===== config.mk =====
export PLATFORM = sky130hd
export DESIGN_NAME = bdram_port_arbiter
export DESIGN_NICKNAME = d
export VERILOG_FILES = /design/src/rtl/bdram_arb_pkg.sv /design/src/rtl/bdram_arb_starve_ctr.sv /design/src/rtl/bdram_port_arbiter.sv
export SDC_FILE = /design/constraint.sdc
export NUM_CORES = 1
export LEC_CHECK = 0
export CAP_MARGIN = 5
export CORE_ASPECT_RATIO = 1.75
export CORE_MARGIN = 3
export CORE_UTILIZATION = 30
export CTS_CLUSTER_SIZE = 20
export DETAILED_ROUTE_END_ITERATION = 8
export PLACE_DENSITY_LB_ADDON = 0.12
export SLEW_MARGIN = 30
export SYNTH_ARGS = -nofsm -noshare
export SYNTH_HDL_FRONTEND = slang
export SYNTH_SLANG_ARGS = --single-unit

===== constraint.sdc =====
create_clock -name clk -period 2.5 [get_ports clk]
set_input_delay 0.75 -clock clk [delete_from_list [all_inputs] [get_ports clk]]
set_output_delay 0.75 -clock clk [all_outputs]
set_load 0.03 [all_outputs]

===== src/rtl/bdram_arb_pkg.sv =====
`default_nettype none
// ============================================================================
// Module      : bdram_arb_pkg
// Description : Shared types and constants for the block-RAM port arbiter.
// Revision    : 1.0 - initial release
// ============================================================================
package bdram_arb_pkg;

    // Default RAM word-address width (128K words).
    localparam int BRAM_ADDR_W = 17;

    // Width of the fetch starvation counter (supports MAX_WAIT up to 15).
    localparam int WAIT_CNT_W  = 4;

    // Owner of the access currently in flight inside the RAM.
    typedef enum logic [1:0] {
        OWN_NONE   = 2'd0,
        OWN_IFETCH = 2'd1,
        OWN_DATA   = 2'd2
    } owner_t;

endpackage
`default_nettype wire


===== src/rtl/bdram_arb_starve_ctr.sv =====
`default_nettype none
// ============================================================================
// Module      : bdram_arb_starve_ctr
// Description : Saturating count of consecutive denied fetch cycles; raises
//               force_fetch once the fetch side has waited MAX_WAIT cycles.
// Revision    : 1.0 - initial release
// ============================================================================
module bdram_arb_starve_ctr
    import bdram_arb_pkg::*;
#(
    parameter int MAX_WAIT = 4
) (
    input  logic clk,
    input  logic resetn,
    input  logic fetch_req,
    input  logic fetch_gnt,
    output logic force_fetch
);

    localparam logic [WAIT_CNT_W-1:0] WAIT_LIMIT = WAIT_CNT_W'(MAX_WAIT);

    logic [WAIT_CNT_W-1:0] wait_cnt;

    // Count denied fetch cycles; any fetch grant or idle fetch side restarts it.
    always_ff @(posedge clk or negedge resetn) begin
        if (!resetn) begin
            wait_cnt <= '0;
        end else if (!fetch_req || fetch_gnt) begin
            wait_cnt <= '0;
        end else if (wait_cnt != WAIT_LIMIT) begin
            wait_cnt <= wait_cnt + 1'b1;
        end
    end

    assign force_fetch = (wait_cnt == WAIT_LIMIT);

endmodule
`default_nettype wire


===== src/rtl/bdram_port_arbiter.sv =====
`default_nettype none
// ============================================================================
// Module      : bdram_port_arbiter
// Description : Shares one single-port 32-bit block RAM between the fetch and
//               data requesters. Data has fixed priority; a starvation counter
//               forces a fetch grant after MAX_WAIT denied cycles. Read data is
//               routed back to the owner of the access one cycle later.
// Revision    : 1.0 - initial release
// ============================================================================
module bdram_port_arbiter
    import bdram_arb_pkg::*;
#(
    parameter int ADDR_W   = BRAM_ADDR_W,
    parameter int MAX_WAIT = 4
) (
    input  logic              clk,
    input  logic              resetn,
    // Instruction fetch port
    input  logic              i_req,
    input  logic [31:0]       i_addr,
    output logic              i_gnt,
    output logic              i_rvalid,
    output logic [31:0]       i_rdata,
    // Data (load/store) port
    input  logic              d_req,
    input  logic [3:0]        d_we,
    input  logic [31:0]       d_addr,
    input  logic [31:0]       d_wdata,
    output logic              d_gnt,
    output logic              d_rvalid,
    output logic [31:0]       d_rdata,
    // Block RAM port A
    output logic              bram_ena,
    output logic [3:0]        bram_wea,
    output logic [ADDR_W-1:0] bram_addra,
    output logic [31:0]       bram_dina,
    input  logic [31:0]       bram_douta
);

    logic              force_fetch;
    logic              grant_i;
    logic              grant_d;
    logic [ADDR_W-1:0] i_word;
    logic [ADDR_W-1:0] d_word;
    logic [ADDR_W-1:0] addr_hold;
    logic [31:0]       din_hold;
    owner_t            owner;

    // Byte-offset and above-RAM address bits are deliberately not decoded.
    logic unused_addr_bits;
    assign unused_addr_bits = ^{i_addr[31:ADDR_W+2], i_addr[1:0],
                                d_addr[31:ADDR_W+2], d_addr[1:0]};

    assign i_word = i_addr[ADDR_W+1:2];
    assign d_word = d_addr[ADDR_W+1:2];

    bdram_arb_starve_ctr #(
        .MAX_WAIT (MAX_WAIT)
    ) u_starve_ctr (
        .clk         (clk),
        .resetn      (resetn),
        .fetch_req   (i_req),
        .fetch_gnt   (grant_i),
        .force_fetch (force_fetch)
    );

    // Grant select: starved fetch, then data, then fetch; nothing while in reset.
    always_comb begin
        grant_i = 1'b0;
        grant_d = 1'b0;
        if (resetn) begin
            if (force_fetch && i_req) begin
                grant_i = 1'b1;
            end else if (d_req) begin
                grant_d = 1'b1;
            end else if (i_req) begin
                grant_i = 1'b1;
            end
        end
    end

    assign i_gnt = grant_i;
    assign d_gnt = grant_d;

    // RAM drive: granted side steers address/data; idle cycles replay the last value.
    always_comb begin
        bram_ena   = grant_i | grant_d;
        bram_wea   = grant_d ? d_we : 4'b0000;
        bram_addra = addr_hold;
        bram_dina  = din_hold;
        if (grant_i) begin
            bram_addra = i_word;
            bram_dina  = 32'h0;
        end else if (grant_d) begin
            bram_addra = d_word;
            bram_dina  = d_wdata;
        end
    end

    // Remember the last driven address/data so idle cycles keep the bus stable.
    always_ff @(posedge clk or negedge resetn) begin
        if (!resetn) begin
            addr_hold <= '0;
            din_hold  <= '0;
        end else if (grant_i || grant_d) begin
            addr_hold <= bram_addra;
            din_hold  <= bram_dina;
        end
    end

    // Record who owns the access in flight so its data returns to the right port.
    always_ff @(posedge clk or negedge resetn) begin
        if (!resetn) begin
            owner <= OWN_NONE;
        end else if (grant_i) begin
            owner <= OWN_IFETCH;
        end else if (grant_d) begin
            owner <= OWN_DATA;
        end else begin
            owner <= OWN_NONE;
        end
    end

    assign i_rvalid = (owner == OWN_IFETCH);
    assign d_rvalid = (owner == OWN_DATA);
    assign i_rdata  = bram_douta;
    assign d_rdata  = bram_douta;

endmodule
`default_nettype wire


==> metrics.md, run 1 <==
| Metric | Value |
|---|---|
| Placed insts | 487 |
| Port bufs | 131 |
| Cell count after synthesis | 286 |
| Status | finished, violations left |
| Net Count, Synth | 424 |
| Placed Area | 4300 um2 |
| Slew HR | 68.4% |
| Setup Total Neg Slack | -9.06 ns |
| Final RePlAce weighted congestion | 0.683 |
| Post-synthesis xor/xnor area fraction | 0.547% |
| DIE WIDTH | 84.1 um |
| Crit path max-delay cell type | dfrtp_1 |
| Largest net degree at the start of global routing | 37 |
| DRT Pass-1 Iters | 5 |
| WP buf/inv | 3 |
| Min Clock Period, post-route | 2.73 ns |
| Syn_area_per_cell | 11.2 um2 |
| Post-synth top flop | dfrtp_1 |
| GRT overflow | 0 |
| Reg power frac | 35.8% |
| Compound-Gate Fraction of Synth Area | 30.6% |
| Clock Skew | 0.00430 ns |
| Max rail drop VDD | 287 uV |
| Family with the most delay on the worst path | compound AO/OA/AOI/OAI gates |
| # setup viols final | 55 |
| Req. time, crit path | 1.75 ns |
| Top-Level Pins | 258 |
| DRC errors left | 0 |
| Mux cell area share after synthesis | 0% |
| Synth-to-Final Area Change | 69.5% |
| Iter 0 DRT Violations | 95 |
| CP peak stage delay | 0.39 ns |
| Worst Path Max Fanout | 5 |
| Worst slew pin tran | 0.474 ns |
| First-pass GRT wire length | 14700 um |
| Wirelength per Cell | 18.3 um |
| Hold Violations, Final | 0 |
| Failing checks | setup timing |
| Async set or reset register ratio after synthesis | 100% |
| Cell variety after synth | 25 |
| Combinational power share | 40.3% |
| Hold path depth | 1 |
| RSZ-0062 raised after global routing | true |
| Fmax | 367 MHz |
| Max-cap viol count | 0 |
| Post-synth EDFFs | 0 |
| Vias in the first global route | 2902 |
| Core Box Area | 10400 um2 |
| Clock transition at path regs | 0.07 ns |
| Cell row count | 49 |
| Reg2Reg Depth | 10 |
| Yosys warning total | 0 |
| Clk_lat worst skew | 0.29 ns |
| Post-route cell area | 5430 um2 |
| DR vias/cell | 5.19 |
| Setup CP Type | reg2out |
| Clock power share | 23.9% |
| Routed Antenna Nets | 0 |
| Final core occ | 52.4% |
| Die Footprint | 12000 um2 |
| Initial antenna violation count | 0 |
| Sequential area share after synthesis | 43.0% |
| Starting Density | 30.9% |
| Post-route clock period utilization | 109% |
| Cell-internal power | 2.00 mW |
| P_sw | 879 uW |
| Share of post-route cells with drive strength above 1 | 45.9% |
| CP Cell Sequence | inv_2, ha_4, nand3b_4, o211a_4, buf_12, a221o_2, buf_6 |
| CTS tree | built |
| Detail Placement HPWL | 6010 um |
| Number of CTS-inserted buffers | 5 |
| CP endpoint kind | primary output |
| Simple-Gate Fraction of Synth Area | 5.82% |
| Fin cells | 534 |
| PD cells | 530 nW/um2 |
| Die Y | 143 um |
| Switching share of power | 30.5% |
| Mapped cell area | 3200 um2 |
| Clk buf depth | 2 |
| Final worst setup slack | -0.226 ns |
| Area share of fa/ha/maj cells after synthesis | 0.781% |
| Total power | 2.88 mW |
| Yosys reg bits | 55 |
| Slew Viols, Final | 0 |
| Largest family of logic cells by synthesized area | compound AO/OA/AOI/OAI gates |
| CTS root buffer | clkbuf_16 |
| Final nets | 544 |
| Critical path depth in cells | 7 |
| Total track usage | 15.1% |
| WL final | 9750 um |
| Critical path launch point type | flip-flop |
| Sinks on Clock Net | 55 |
| Pleak | 2.48 nW |
| H-tree levels | 2 |
| Hold WC Path Type | reg2reg |
| Worst EP arrival | 1.98 ns |
| Antenna diodes | 0 |
| Via count | 2774 |
==> registers in the layout, summed over array words and instances (netlist names) <==
register / flops
din_hold: 32
addr_hold: 17
owner: 2
u_starve_ctr.wait_cnt: 4
==> area by class of cell <==
type	count	area, um2
Fill cell	925	4930
Inverter	5	18.8
Sequential cell	55	1380
Timing Repair Buffer	198	2290
Multi-Input combinational cell	141	1440
Tap cell	127	159
Clock inverter	2	12.5
Clock buffer	6	129
==> synthesized netlist by cell type, types with 2 or more instances <==
cell type  number  area share [%]
a22o_1         64              18
buf_4          64              15
dfrtp_1        55              43
nor2b_1         2            0.39
buf_6           2            0.70
o32ai_1         2            0.55
o211a_1         2            0.63
ha_1            2            0.78
and2_1         21             4.1
nand3_1         2            0.31
buf_2          16             2.5
nand2_1         2            0.23
inv_1           4            0.47
a221o_1        34              11
clkbuf_1        4            0.47
==> metal layers <==
metal	part of all wire [%]	vias to the layer above	GRT usage, %
met4	2.7	0	6.53
met3	5.0	29	2.54
met2	53	106	26.6
met5	0	-	0
met1	39	1364	17.9
li1	-	1275	-
==> path summary, 6_finish.rpt <==
path / start / endpoint / slack (ns)
max: u_starve_ctr.wait_cnt[0]$_DFFE_PN0P_ / bram_addra[15] / -0.23
min: din_hold[18]$_DFFE_PN0P_ / din_hold[18]$_DFFE_PN0P_ / 0.51
max reg2reg: u_starve_ctr.wait_cnt[0]$_DFFE_PN0P_ / din_hold[3]$_DFFE_PN0P_ / 0.51
min reg2reg: din_hold[18]$_DFFE_PN0P_ / din_hold[18]$_DFFE_PN0P_ / 0.51
max in group asynchronous: resetn / din_hold[27]$_DFFE_PN0P_ / 1.48
min in group asynchronous: resetn / addr_hold[2]$_DFFE_PN0P_ / 0.52
==> power groups by stage <==
stage | clock network (mW) | logic, mW | registers, mW
floorplan | 0 | 0.705 | 1.03
global placement | 0 | 0.908 | 1.04
detailed placement | 0 | 0.912 | 1.04
CTS | 0.717 | 1.09 | 1.03
global route | 0.755 | 1.23 | 1.04
finish | 0.686 | 1.16 | 1.03
==> cells in the final DEF (no fill, tap or decap), types with 2 or more instances in the layout <==
| cell | count |
|---|---|
| dfrtp_1 | 55 |
| nand3_1 | 2 |
| a22o_1 | 32 |
| clkdlybuf4s50_1 | 72 |
| buf_16 | 5 |
| buf_6 | 62 |
| o32ai_1 | 2 |
| inv_2 | 3 |
| buf_12 | 13 |
| and2_1 | 17 |
| buf_4 | 33 |
| nor2b_1 | 2 |
| bufbuf_16 | 2 |
| a22o_2 | 16 |
| and2_4 | 4 |
| a221o_2 | 9 |
| inv_1 | 2 |
| o211a_4 | 2 |
| clkbuf_16 | 8 |
| buf_8 | 5 |
| buf_2 | 3 |
| a22o_4 | 16 |
| nand2_1 | 2 |
| a221o_1 | 25 |
==> worst reg2reg max path: stages (launching register included) <==
cell and delay [ns]:
dfrtp_1 0.39, inv_2 0.08, ha_4 0.15, nand3b_4 0.11, o211a_4 0.30, buf_6 0.15
clkbuf_16 0.14, buf_4 0.14, buf_4 0.13, buf_4 0.14, a22o_1 0.18
==> what timing repair did <==
| item | 4_1_cts | 5_1_grt |
|---|---|---|
| buffers inserted | 14 | 15 |
| hold buffers | 0 | 0 |
| resized for setup | 93 | 30 |
| setup endpoints to repair | 56 | 55 |
| cloned | 8 | 3 |
| pin swaps | 18 | 14 |
==> metrics by stage <==
stage | setup slack [ns] | hold slack (ns)
2_1_floorplan | 0.00998 | 0.454
3_3_place_gp | -0.580 | 0.488
3_5_place_dp | -0.579 | 0.492
4_1_cts | -0.297 | 0.498
5_1_grt | -0.297 | 0.526
6_report | -0.226 | 0.508
==> cell families (layout without fill, tap and decap cells) <==
kind of cell    Yosys count  after routing
buf+inv                  91            211
compound gates          107            108
flops                    55             55
simple gates             29             29
fa+ha+maj                 2              2
xor+xnor                  2              2
(Power assumes the default switching activity.)
==> inputs of run 2 (changes only) <==
--- a/config.mk
+++ b/config.mk
@@ -12,6 +12,7 @@
 export CTS_CLUSTER_SIZE = 20
 export DETAILED_ROUTE_END_ITERATION = 8
 export PLACE_DENSITY_LB_ADDON = 0.12
+export SKIP_LAST_GASP = 1
 export SLEW_MARGIN = 30
 export SYNTH_ARGS = -nofsm -noshare
 export SYNTH_HDL_FRONTEND = slang
==> metrics.md, run 2 (synthesized netlist as in run 1, its figures left out) <==
| Metric | Value |
|---|---|
| Final RePlAce weighted congestion | 0.683 (unchanged) |
| Share of post-route cells with drive strength above 1 | 46.1% (was 45.9%) |
| Worst slew pin tran | 0.472 ns (was 0.474 ns) |
| Synth-to-Final Area Change | 69.4% (was 69.5%) |
| First-pass GRT wire length | 14700 um (about the same) |
| Hold_ws | 0.509 ns (was 0.508 ns) |
| Worst Path Max Fanout | 6 (was 5) |
| CP Cell Sequence | inv_2, ha_4, nand3b_4, o211a_4, buf_12, a221o_2, buf_6 (unchanged) |
| # setup viols final | 55 (unchanged) |
| Largest register FFs | 32 (unchanged) |
| Clk_lat worst skew | 0.29 ns (about the same) |
| Clock Skew | 0.00446 ns (was 0.00430 ns) |
| Wirelength per Cell | 18.2 um (was 18.3 um) |
| Largest regs | din_hold (32), addr_hold (17), u_starve_ctr.wait_cnt (4) (unchanged) |
| Family with the most delay on the worst path | compound AO/OA/AOI/OAI gates (unchanged) |
| H-tree levels | 2 (unchanged) |
| Port bufs | 131 (unchanged) |
| Cell row count | 49 (unchanged) |
| Post-route clock period utilization | 109% (about the same) |
| Slew HR | 68.6% (was 68.4%) |
| Fmax | 366 MHz (was 367 MHz) |
| Total track usage | 15.1% (about the same) |
| Final nets | 545 (was 544) |
| DR vias/cell | 5.18 (was 5.19) |
| Starting Density | 30.9% (unchanged) |
| Die Footprint | 12000 um2 (unchanged) |
| DRC errors left | 0 (unchanged) |
| Most flops, register | din_hold (unchanged) |
| DIE WIDTH | 84.1 um (unchanged) |
| Total power | 2.87 mW (was 2.88 mW) |
| PD cells | 530 nW/um2 (about the same) |
| RSZ-0062 raised after global routing | true (unchanged) |
| Number of CTS-inserted buffers | 5 (unchanged) |
| Min Clock Period, post-route | 2.73 ns (about the same) |
| Most frequent cells in the layout | clkdlybuf4s50_1 (72), buf_6 (62), dfrtp_1 (55), buf_4 (36), a22o_1 (32) (was clkdlybuf4s50_1 (72), buf_6 (62), dfrtp_1 (55), buf_4 (33), a22o_1 (32)) |
| Setup CP Type | reg2out (unchanged) |
| Initial antenna violation count | 0 (unchanged) |
| Slew Viols, Final | 0 (unchanged) |
| Top-Level Pins | 258 (unchanged) |
| WL final | 9740 um (was 9750 um) |
| Critical path launch point type | flip-flop (unchanged) |
| CTS root buffer | clkbuf_16 (unchanged) |
| Setup Total Neg Slack | -8.93 ns (was -9.06 ns) |
| Hold Violations, Final | 0 (unchanged) |
| CTS tree | built (unchanged) |
| Via count | 2769 (was 2774) |
| Die Y | 143 um (unchanged) |
| DRT Pass-1 Iters | 5 (unchanged) |
| Crit path max-delay cell type | dfrtp_1 (unchanged) |
| Req. time, crit path | 1.75 ns (about the same) |
| GRT overflow | 0 (unchanged) |
| Worst EP arrival | 1.98 ns (about the same) |
| Failing checks | setup timing (unchanged) |
| Cts hold-fix bufs | 0 (unchanged) |
| Clk buf depth | 2 (unchanged) |
| Max-cap viol count | 0 (unchanged) |
| CP endpoint kind | primary output (unchanged) |
| Antenna diodes | 0 (unchanged) |
| Clock transition at path regs | 0.07 ns (about the same) |
| Routed Antenna Nets | 0 (unchanged) |
| Iter 0 DRT Violations | 63 (was 95) |
| Detail Placement HPWL | 6010 um (unchanged) |
| Core Box Area | 10400 um2 (unchanged) |
| Largest net degree at the start of global routing | 37 (unchanged) |
| Commonest non-fill, non-tap cell in the layout | clkdlybuf4s50_1 (unchanged) |
| Pleak | 2.48 nW (about the same) |
| Sinks on Clock Net | 55 (unchanged) |
| WP buf/inv | 3 (unchanged) |
| Vias in the first global route | 2886 (was 2902) |
| Max rail drop VDD | 286 uV (was 287 uV) |
| Status | finished, violations left (unchanged) |
| CP peak stage delay | 0.39 ns (about the same) |
| Final worst setup slack | -0.232 ns (was -0.226 ns) |
| Hold WC Path Type | reg2reg (unchanged) |
| Fillcell total | 924 (was 925) |
## run 2: changes by cell type in the layout (fill, tap and decap cells not counted), sizes merged
cell / before / now
clkbuf: 9 / 10
## run 2: cell type report
cell class	instances	area [um2]	share of cell area, %
clock buffers	6	129	2.38
flip-flops and latches	55	1380	25.4
well taps	127	159	2.93
clock inverters	2	12.5	0.231
inverters	5	21.3	0.392
multi-input cells	141	1430	26.3
repair buffers	199	2300	42.4
## run 2: metal layers
layer | part of all wire, % | vias to the layer above | wire (um) | GRT usage, %
met1 | 39 | 1359 | 3770 | 17.8
met5 | 0 | - | 0 | 0
met4 | 2.4 | 0 | 229 | 6.53
li1 | - | 1277 | - | -
met3 | 5.0 | 27 | 486 | 2.54
met2 | 54 | 106 | 5250 | 26.7
## run 2: metrics by stage
step           utilization (%)  setup WS [ns]  instance area, um2  cells
2_1_floorplan                -        0.00998                3260    286
3_3_place_gp              41.5         -0.580                4300    487
3_5_place_dp              41.5         -0.579                4300    487
4_1_cts                   48.9         -0.297                5060    517
5_1_grt                   52.4         -0.292                5430    535
6_report                  52.4         -0.232                5430    535
## run 2: worst reg2reg max path: stages (launching register included)
cell      delay, ns
dfrtp_1        0.39
inv_2          0.08
ha_4           0.15
nand3b_4       0.11
o211a_4        0.32
buf_12         0.16
buf_16         0.12
buf_4          0.12
buf_4          0.17
a221o_1        0.30
## run 2: what timing repair did
item	4_1_cts	5_1_grt
pin swaps	18	14
setup endpoints to repair	56	55
buffers inserted	14	15
hold endpoints to repair	0	0
cloned	8	4
gates resized for setup	84	36
## run 2: final timing paths
kind	startpoint	to	slack [ns]	depth (start not counted)
min in group asynchronous	resetn	addr_hold[2]$_DFFE_PN0P_	0.52	2
worst min register to register	din_hold[27]$_DFFE_PN0P_	din_hold[27]$_DFFE_PN0P_	0.51	1
worst max-delay path	u_starve_ctr.wait_cnt[0]$_DFFE_PN0P_	bram_addra[11]	-0.23	7
max in group asynchronous	resetn	addr_hold[11]$_DFFE_PN0P_	1.48	2
worst min-delay path	din_hold[27]$_DFFE_PN0P_	din_hold[27]$_DFFE_PN0P_	0.51	1
worst max register to register	u_starve_ctr.wait_cnt[0]$_DFFE_PN0P_	addr_hold[11]$_DFFE_PN0P_	0.49	9
## run 2: where the power goes
| part | switching, mW | internal (mW) | leakage, nW | total (mW) |
|---|---|---|---|---|
| registers | 0.0437 | 0.986 | 0.700 | 1.03 |
| clock network | 0.315 | 0.371 | 0.0669 | 0.685 |
| logic | 0.519 | 0.641 | 1.71 | 1.16 |
